**src/rtl/timer_share_arbiter.sv**
```systemverilog
// Round-robin owner of one shared delay timer: grants a requester, counts (delay+1)*TICKS cycles, then holds done until acked.
// Optional build macro TIMER_SHARE_ABORT_EN: the owner dropping its req during COUNT abandons the job.
module timer_share_arbiter #(
  parameter int N     = 4,
  parameter int TICKS = 1000
) (
  input  logic           clk,
  input  logic           reset,
  input  logic [N-1:0]   req_i,
  input  logic [4*N-1:0] delay_i,
  input  logic [N-1:0]   ack_i,
  output logic [N-1:0]   grant_o,
  output logic           busy_o,
  output logic [3:0]     count_o,
  output logic [N-1:0]   done_o
);

  localparam int IW = $clog2(N);
  localparam int TW = $clog2(TICKS);

  typedef enum logic [1:0] {S_IDLE, S_COUNT, S_DONE} state_t;

  state_t          state_q, state_d;
  logic [IW-1:0]   last_q, last_d;
  logic [IW-1:0]   own_q, own_d;
  logic [TW-1:0]   tick_q, tick_d;
  logic [3:0]      count_q, count_d;
  logic [N-1:0]    grant_q, grant_d;
  logic [N-1:0]    done_q, done_d;

  logic            win_vld;
  logic [IW-1:0]   win_idx;
  logic [IW-1:0]   cand_idx;
  logic            abort;

  // Search starts just after the last served requester, so it ends up lowest priority.
  always_comb begin
    win_vld  = 1'b0;
    win_idx  = '0;
    cand_idx = '0;
    for (int k = 1; k <= N; k++) begin
      cand_idx = IW'((int'(last_q) + k) % N);
      if (!win_vld && req_i[cand_idx]) begin
        win_vld = 1'b1;
        win_idx = cand_idx;
      end
    end
  end

`ifdef TIMER_SHARE_ABORT_EN
  assign abort = ~req_i[own_q];
`else
  assign abort = 1'b0;
`endif

  always_comb begin
    state_d = state_q;
    last_d  = last_q;
    own_d   = own_q;
    tick_d  = tick_q;
    count_d = count_q;
    grant_d = grant_q;
    done_d  = done_q;
    case (state_q)
      S_IDLE: begin
        if (win_vld) begin
          state_d = S_COUNT;
          own_d   = win_idx;
          count_d = delay_i[{win_idx, 2'b00} +: 4];
          tick_d  = TW'(TICKS - 1);
          grant_d = N'(1) << win_idx;
        end
      end
      S_COUNT: begin
        if (abort) begin
          state_d = S_IDLE;
          last_d  = own_q;
          count_d = 4'd0;
          tick_d  = '0;
          grant_d = '0;
        end else if (tick_q != '0) begin
          tick_d = tick_q - TW'(1);
        end else if (count_q != 4'd0) begin
          count_d = count_q - 4'd1;
          tick_d  = TW'(TICKS - 1);
        end else begin
          state_d = S_DONE;
          done_d  = grant_q;
        end
      end
      S_DONE: begin
        if (ack_i[own_q]) begin
          state_d = S_IDLE;
          last_d  = own_q;
          grant_d = '0;
          done_d  = '0;
        end
      end
      default: state_d = S_IDLE;
    endcase
  end

  always_ff @(posedge clk) begin
    if (reset) begin
      state_q <= S_IDLE;
      last_q  <= IW'(N - 1);
      own_q   <= '0;
      tick_q  <= '0;
      count_q <= 4'd0;
      grant_q <= '0;
      done_q  <= '0;
    end else begin
      state_q <= state_d;
      last_q  <= last_d;
      own_q   <= own_d;
      tick_q  <= tick_d;
      count_q <= count_d;
      grant_q <= grant_d;
      done_q  <= done_d;
    end
  end

  assign grant_o = grant_q;
  assign done_o  = done_q;
  assign count_o = count_q;
  assign busy_o  = (state_q != S_IDLE);

endmodule
```
**config.mk**
```make
export PLATFORM = sky130hd
export DESIGN_NAME = timer_share_arbiter
export DESIGN_NICKNAME = d
export VERILOG_FILES = /design/src/rtl/timer_share_arbiter.sv
export SDC_FILE = /design/constraint.sdc
export NUM_CORES = 1
export LEC_CHECK = 0
export CORE_ASPECT_RATIO = 0.8
export CORE_MARGIN = 3
export CORE_UTILIZATION = 44
export CTS_CLUSTER_DIAMETER = 30
export DETAILED_ROUTE_END_ITERATION = 12
export PLACE_DENSITY = 0.76
export SETUP_SLACK_MARGIN = 0.1
export SYNTH_ARGS = -nofsm -noshare
export SYNTH_HDL_FRONTEND = slang
export SYNTH_SLANG_ARGS = --single-unit
```
**constraint.sdc**
```tcl
create_clock -name clk -period 1.7 [get_ports clk]
set_input_delay 0.255 -clock clk [delete_from_list [all_inputs] [get_ports clk]]
set_output_delay 0.255 -clock clk [all_outputs]
set_load 0.01 [all_outputs]
```
### After elaboration in Yosys (flattened, before gate mapping)

Cells that the tools add are included.

* flip-flop bits (word level): 28
* input bits: 26

* reduce and logical (&&, ||, !) cells: 20
* add/subtract/negate cells: 6
* mux-type cells: 37
* equality and inequality tests: 8
* $lt $le $gt $ge: 5
* shifts and indexed selects: 2

Operators by type and width (count)
* $mux 10: 3
* $mux 4: 7
* $pmux 4 s2: 3
* $pmux 10 s2: 1
* $mux 2: 8
* $shiftx 16x5->4: 1
* $lt 2x3->1 const B: 5
* $reduce_and 4->1: 3
* $bmux 1 s2: 5
* $ne 2x2->1 const B: 5
* $reduce_bool 10->1: 1
* $sub 10x1->10 const B: 1
* $mux 1: 9
* $reduce_bool 2->1: 4
* $pmux 2 s3: 1
* $reduce_and 3->1: 2
* $add 2x1->2 const B: 2
* $add 2x2->2 const B: 2
* $reduce_and 2->1: 2
* $reduce_bool 4->1: 1
* $shl 1x2->4 const A: 1
* $sub 4x1->4 const B: 1
* $logic_and 1x1->1: 3
* $logic_not 1->1: 3
* 4 further kinds: 4

### Logic depth before layout (Yosys ltp)

Gate-level depths: netlist (run 1).

* word-level depth: 16
* depth in mapped cells: 8

### Worst setup path before layout (run 1)

OpenSTA, ideal clock, no wires.

* path kind: reg2reg
* from: register tick_q[0]
* to: register done_q[0], in the netlist done_o[0]
* clock period less this slack: 1.653 ns
* cell stages (with the launch flop): 9
* data arrival time: 1.525 ns
* library setup time: 0.128 ns
* buffers on the path: 1
* required time: 1.572 ns
* setup slack: 0.047 ns
* path through: dfxtp_1 inv_1 ha_1 nor2b_1 and4_1 buf_2 and2_1 a22oi_1 nor2_1

* cells in the longest elaborated chain, start to end: 3

RTL lines
* from (decl): RTL line 26 `logic [TW-1:0] tick_q, tick_d;`
* from (signal assigned): RTL line 116 `tick_q <= tick_d;`
* $reduce_bool 10->1: RTL line 81 `end else if (tick_q != '0) begin`
* $ne 2x2->1 (no source line)
* $reduce_and 4->1 (no source line)
* to (signal assigned): RTL line 119 `done_q <= done_d;`
* to (decl): RTL line 29 `logic [N-1:0] done_q, done_d;`

Every way passes these cells.
A chain may end at the register's enable or synchronous reset.

### Worst setup path after layout (run 1)

* from: register tick_q[3]
* to: register tick_q[5]

* cells in the longest elaborated chain, start to end: 3
* elaborated cells on any way between the ends: 6
* classes of those cells: add/sub: 1; eq/ne: 1; mux: 2; reduce/logical: 2

RTL lines (RTL line)
* $sub 10x1->10 or $reduce_bool 10->1 (tied branches): 82, 81
* $mux 10 or $ne 3x3->1 (tied branches)
* $pmux 10 s2 or $reduce_and 3->1 (tied branches)

Several ways; a longest one is shown, not always the timed one.

==> results.toml, run 1 <==
[yosys]
ys_seq_elements = 28
flip_flop_cell_with_the_highest_count_after_synthesis = "dfxtp_1"
yosysTopAreaCell = "dfxtp_1"
ys_top_cells_by_area = "dfxtp_1 36%, nor2_1 5.5%, mux2i_1 5.1%, a21oi_1 3.8%, xor2_1 3.4%"
post_synth.cell_area_avg_um2 = 8.67
synth_edf_count = 0
synthDistinctLibCells = 45
synthCells = 180
synthesis.area_um2 = 1560
synth_warnings = 0
syn-num-nets = 208
synth_sequential_area_ratio_pct = 35.9
asyncSetResetFlopFracSynth_pct = 0
synthDominantCellAreaShare_pct = 35.9

[drt]
detail_route.first_pass.iterations = 4
via_count = 1685
drt_wl_total_um = 4960
remaining_drc_errors = 0
route.antenna.remaining_nets = 0
avgRoutedWirePerCell_um = 17.2
dr.first_iter.drc_count = 130
route.detailed.vias_per_inst = 5.85

[worst_setup_path]
critical-path-top-delay-family = "simple AND/OR/NAND/NOR gates"
timing.critical_path.buf_inv = 0
crit_path_top_delay_cell = "or3_4"
cp_data_required_time_ns = 1.89
timing.critical_path.slowest_cell_delay_ns = 0.43
category_of_the_critical_setup_timing_path = "reg -> reg"
critPathArrivalTime_ns = 1.84
timing.critical_path.fanout_max = 4
critical_path.startpoint_type = "register"
critical_path.cell_chain = "or3_4 -> nor3_4 -> nand2b_1 -> a21oi_1 -> a311oi_1"
crit_path_end_kind = "register"

[global_route]
met3_usage_grt_pct = 4.58
gr-max-usage-layer = "met2"
use_met2_pct = 39.7
antenna_found_initial = 0
grt_start_max_net_pins = 26
grt_pass1_wl_um = 7570
globalRoute.totalOverflow = 0
first_global_vias = 1644
grt_util_all_layers_pct = 22.9
use_met1_pct = 28.3

[clock_network]
cts-root-buf = "clkbuf_8"
cts.path.max_buffers = 2
clk_pin_slew_worst_paths_ns = 0.10
clkSinkCount = 28
clock_tree_from_tritoncts = "built"
clock_insertion_delay_worst_skew_ns = 0.29
cts_max_level = 1
cts-buffers-inserted = 3

[finish]
multiInputGateArea_um2 = 1090
final_common_cell = "clkdlybuf4s50_1"
final_cell_count_no_fill = 288
post_route_cells_drive_above_1_share_pct = 35.9
most_used_cells_in_the_layout_excluding_fill_and_tap_cells = "32 x clkdlybuf4s50_1, 29 x buf_4, 22 x nor2_1, 18 x dfxtp_1, 11 x a21oi_1"
fillers = 227
design_area_final_um2 = 2470
antennaDiodeCount = 0
ff_latch_area_um2 = 578
layout-area-overhead-vs-synth_pct = 58.2
nets = 277
finalCoreUtilization_pct = 76.1

[die]
pin_count = 39
rows = 18
die-height_um = 59.3
dieArea_um2 = 4300
floorplan.initialDensity_pct = 48.1
floorplan.core_area_um2 = 3240
die_w_um = 72.6

[timing]
final.setup.worst_slack_ns = 0.0503
final-setup-viol-count = 0
finClkSkew_ns = 0.00715
final_max_slew_viol_count = 0
min_period_ns = 1.65
max_clock_freq_mhz = 606
final.setup.tns_ns = 0
slew-limit-headroom_pct = 76.9
worstMarginPinSlew_ns = 0.347
rsz_0062_raised_after_global_routing = "yes"
min_period_over_period_pct = 97.0
fin_hold_ws_ns = 0.498
report.final.hold_viol_count = 0

[power]
totalPowerFinal_mw = 1.85
pwr_density_cell_nw_per_um2 = 751
leakagePower_nw = 0.957
peak_supply_drop_mv = 0.576

[placement]
placed_standard_cell_area_um2 = 2170
preCtsSetupSlack_ns = -0.455
finalWeightedCongestion = 0.858
placement.io_buffers = 38
place.detailed.instances = 277
dp_hpwl_um = 3320

[flow_run]
cap_violations = 0

[worst_hold_path]
min_path_type = "reg -> reg"

[status]
run_status = "finished clean"
where the power goes:
part	switching [mW]	total, mW	internal, mW
Sequential	0.0633	0.767	0.703
Combinational	0.248	0.546	0.298
Clock	0.226	0.542	0.316
Yosys cell counts, drive strengths merged, types with 3 or more instances:
library cell  number
nor4               3
mux2i              8
a22oi              4
buf                4
o22ai              5
nand3              3
a211o              3
and2               3
nor2b              5
a211oi             4
nand2              3
o21ai              4
nand2b             7
xor2               6
clkbuf             3
a21oi             12
nand4              7
a32oi              3
dfxtp             28
mux2               4
nor3              10
inv                8
nor2              23
worst min-delay path: cells and delay by family (launching register included):
kind / cells / cell delay [ns]
AOI/OAI and AO/OA: 1 / 0.06
and+or+nand+nor: 1 / 0.06
DFF: 1 / 0.34
sequential cells by signal, indices dropped and copies added, names as in the netlist:
register  flops
state_q       2
grant_o       4
last_q        2
count_o       4
done_o        4
own_q         2
tick_q       10
layer usage:
metal	part of all wire (%)	vias up
met5	0	-
met4	1.9	0
met3	5.0	11
met2	50	58
met1	43	821
li1	-	795
area by class of cell:
cell class / instances / area share [%]
clock buffer: 3 / 1.67
clock inverter: 1 / 1.22
inverter: 8 / 1.22
multi-input combinational: 137 / 44.2
sequential: 28 / 23.4
tap: 40 / 2.03
timing repair buffer: 71 / 26.3
worst paths after layout:
path | start | endpoint | slack [ns] | depth (start not counted)
max reg2reg | tick_q[3]$_SDFFE_PP0P_ | tick_q[5]$_SDFFE_PP0P_ | 0.05 | 5
min reg2reg | own_q[1]$_SDFFE_PP0P_ | own_q[1]$_SDFFE_PP0P_ | 0.50 | 2
max | tick_q[3]$_SDFFE_PP0P_ | tick_q[5]$_SDFFE_PP0P_ | 0.05 | 5
min | own_q[1]$_SDFFE_PP0P_ | own_q[1]$_SDFFE_PP0P_ | 0.50 | 2
cell families after synthesis:
family	synth area share, %
multiplexers	9.70
AND/OR/NAND/NOR	26.1
flip-flops	35.9
adder cells (fa/ha/maj)	1.60
XOR/XNOR	3.37
AO/OA/AOI/OAI	18.8
buffers and inverters	4.49
timing repair:
action,CTS,global route
setup endpoints to repair,28,26
setup buffers,3,4
gates resized for setup,33,25
hold buffers,0,0
pin swaps,11,13
Power figures use the tool's default switching activity.
==> run 2: changes to the inputs <==
CORE_MARGIN = not set   (was 3)
MAX_ROUTING_LAYER = met4   (was not set)
==> run 2 against run 1 <==
Die area decreased by 12%. Cell count rose by 1.7%. Largest power group unchanged. Highest routed layer unchanged. Critical path type unchanged. Sequential cell count is the same. Fmax hardly changed.
==> results.toml, run 2 (synthesis results as in run 1) <==
[worst_hold_path]
worstHoldEndpoint = "own_q[1]$_SDFFE_PP0P_"
hold_start = "own_q[1]$_SDFFE_PP0P_"
min_path_type = "reg -> reg"
worstHoldPathCells = 2

[die]
die-height_um = 55.3
die_w_um = 68.6
rows = 18
dieArea_um2 = 3790
floorplan.core_area_um2 = 3220
pin_count = 39
floorplan.initialDensity_pct = 48.4

[worst_setup_path]
worst-r2r-setup-slack_ns = 0.05
category_of_the_critical_setup_timing_path = "reg -> reg"
worst-r2r-cell-count = 7
timing.critical_path.fanout_max = 6
rr_endpoint = "count_o[2]$_SDFFE_PP0P_"
crit_path_end_kind = "register"
rr_startpoint = "tick_q[1]$_SDFFE_PP0P_"
critical_path.startpoint_type = "register"
critPathArrivalTime_ns = 1.84
cp_data_required_time_ns = 1.89

[placement]
preCtsSetupSlack_ns = -0.380
dp_hpwl_um = 3410
placement.io_buffers = 38
finalWeightedCongestion = 0.827
place.detailed.instances = 283

[finish]
antennaDiodeCount = 0
post_route_cells_drive_above_1_share_pct = 36.4
largest_register_ff_count = 10
max_flop_register = "tick_q"
nets = 282
most_used_cells_in_the_layout_excluding_fill_and_tap_cells = "32 x clkdlybuf4s50_1, 32 x buf_4, 23 x nor2_1, 13 x dfxtp_1, 12 x dfxtp_2"
final_cell_count_no_fill = 293
finalCoreUtilization_pct = 77.9
layout-area-overhead-vs-synth_pct = 60.7

[drt]
route.detailed.vias_per_inst = 5.78
detail_route.wirelength.met1_um = 2200
dr.first_iter.drc_count = 89
drt_wl_total_um = 4990
maxUsedRoutingLayer = "met4"
route.antenna.remaining_nets = 0
remaining_drc_errors = 0
via_count = 1694
detailed_routed_wire_length_on_met3_um = 230
avgRoutedWirePerCell_um = 17.0
detail_route.first_pass.iterations = 4
met2_wirelength_um = 2460

[timing]
report.final.hold_viol_count = 0
min_period_ns = 1.65
max_clock_freq_mhz = 606
final_max_slew_viol_count = 0
final-setup-viol-count = 0
final.setup.worst_slack_ns = 0.0500
rsz_0062_raised_after_global_routing = "yes"
slew-limit-headroom_pct = 78.2
finClkSkew_ns = 0.0162
worstMarginPinSlew_ns = 0.324
min_period_over_period_pct = 97.1

[clock_network]
clk_pin_slew_worst_paths_ns = 0.11
cts_hold_buf = 0
cts-root-buf = "clkbuf_8"
cts-buffers-inserted = 3
clkSinkCount = 28
clock_tree_from_tritoncts = "built"
cts.path.max_buffers = 2
clock_insertion_delay_worst_skew_ns = 0.29
cts_max_level = 1

[global_route]
globalRoute.totalOverflow = 0
grt_util_all_layers_pct = 27.7
grt_pass1_wl_um = 7800
antenna_found_initial = 0
first_global_vias = 1664
grt_start_max_net_pins = 27

[flow_run]
cap_violations = 0

[status]
run_status = "finished clean"

[power]
peak_supply_drop_mv = 0.518
pwr_density_cell_nw_per_um2 = 749
leakagePower_nw = 0.989
## run 2: power breakdown
part	switching (mW)	leakage [nW]	internal [mW]
logic	0.258	0.720	0.314
clock network	0.228	0.0357	0.316
registers	0.0585	0.234	0.705
## run 2: layout make-up
type,count,area (um^2)
fill,208,713
clock buffer,3,41.3
timing repair buffer,76,693
tap,40,50.0
inverter,8,30.0
clock inverter,1,30.0
sequential,28,587
multi-input combinational,137,1080
## run 2: through the flow
step	hold WS [ns]	cell area, um^2	total power [mW]	setup TNS (ns)
after global placement	0.475	2210	1.20	-4.65
after detailed placement	0.496	2210	1.22	-6.06
after CTS	0.512	2380	1.80	0
final	0.514	2510	1.88	0
after floorplan	0.449	1570	1.01	0
after global routing	0.542	2510	1.95	-0.106
## run 2: worst max path at each step
stage / cells after the start / to / from
6_report: 7 / count_o[2]$_SDFFE_PP0P_ / tick_q[1]$_SDFFE_PP0P_
4_1_cts: 5 / count_o[1]$_SDFFE_PP0P_ / tick_q[9]$_SDFFE_PP0P_
3_5_place_dp: 8 / count_o[2]$_SDFFE_PP0P_ / req_i[1]
5_1_grt: 7 / count_o[3]$_SDFFE_PP0P_ / tick_q[1]$_SDFFE_PP0P_
2_1_floorplan: 7 / count_o[1]$_SDFFE_PP0P_ / count_o[0]$_SDFFE_PP0P_
3_3_place_gp: 8 / count_o[3]$_SDFFE_PP0P_ / req_i[1]
## run 2: what timing repair did
item / 4_1_cts / 5_1_grt
buffers inserted: 2 / 4
pin swaps: 7 / 13
endpoints found under the setup margin: 27 / 25
resized for setup: 30 / 30
## run 2: layer usage
layer,global-route usage [%],vias to the layer above
li1,-,807
met1,36.2,814
met2,43.7,60
met3,5.37,13
met4,6.55,0
met5,-,-
## run 2: critical path: stages, from the launching register on
cell and delay (ns):
dfxtp_4 0.36, inv_1 0.05, ha_2 0.18, nor2b_4 0.18, and4_4 0.29, o22ai_1 0.11, a32oi_1 0.26, o22ai_2 0.11
==> run 3: changes to the inputs <==
CAP_MARGIN = 20   (was not set)
==> results of run 3 <==
Final layout, timing and power as in run 2 (identical DEF).
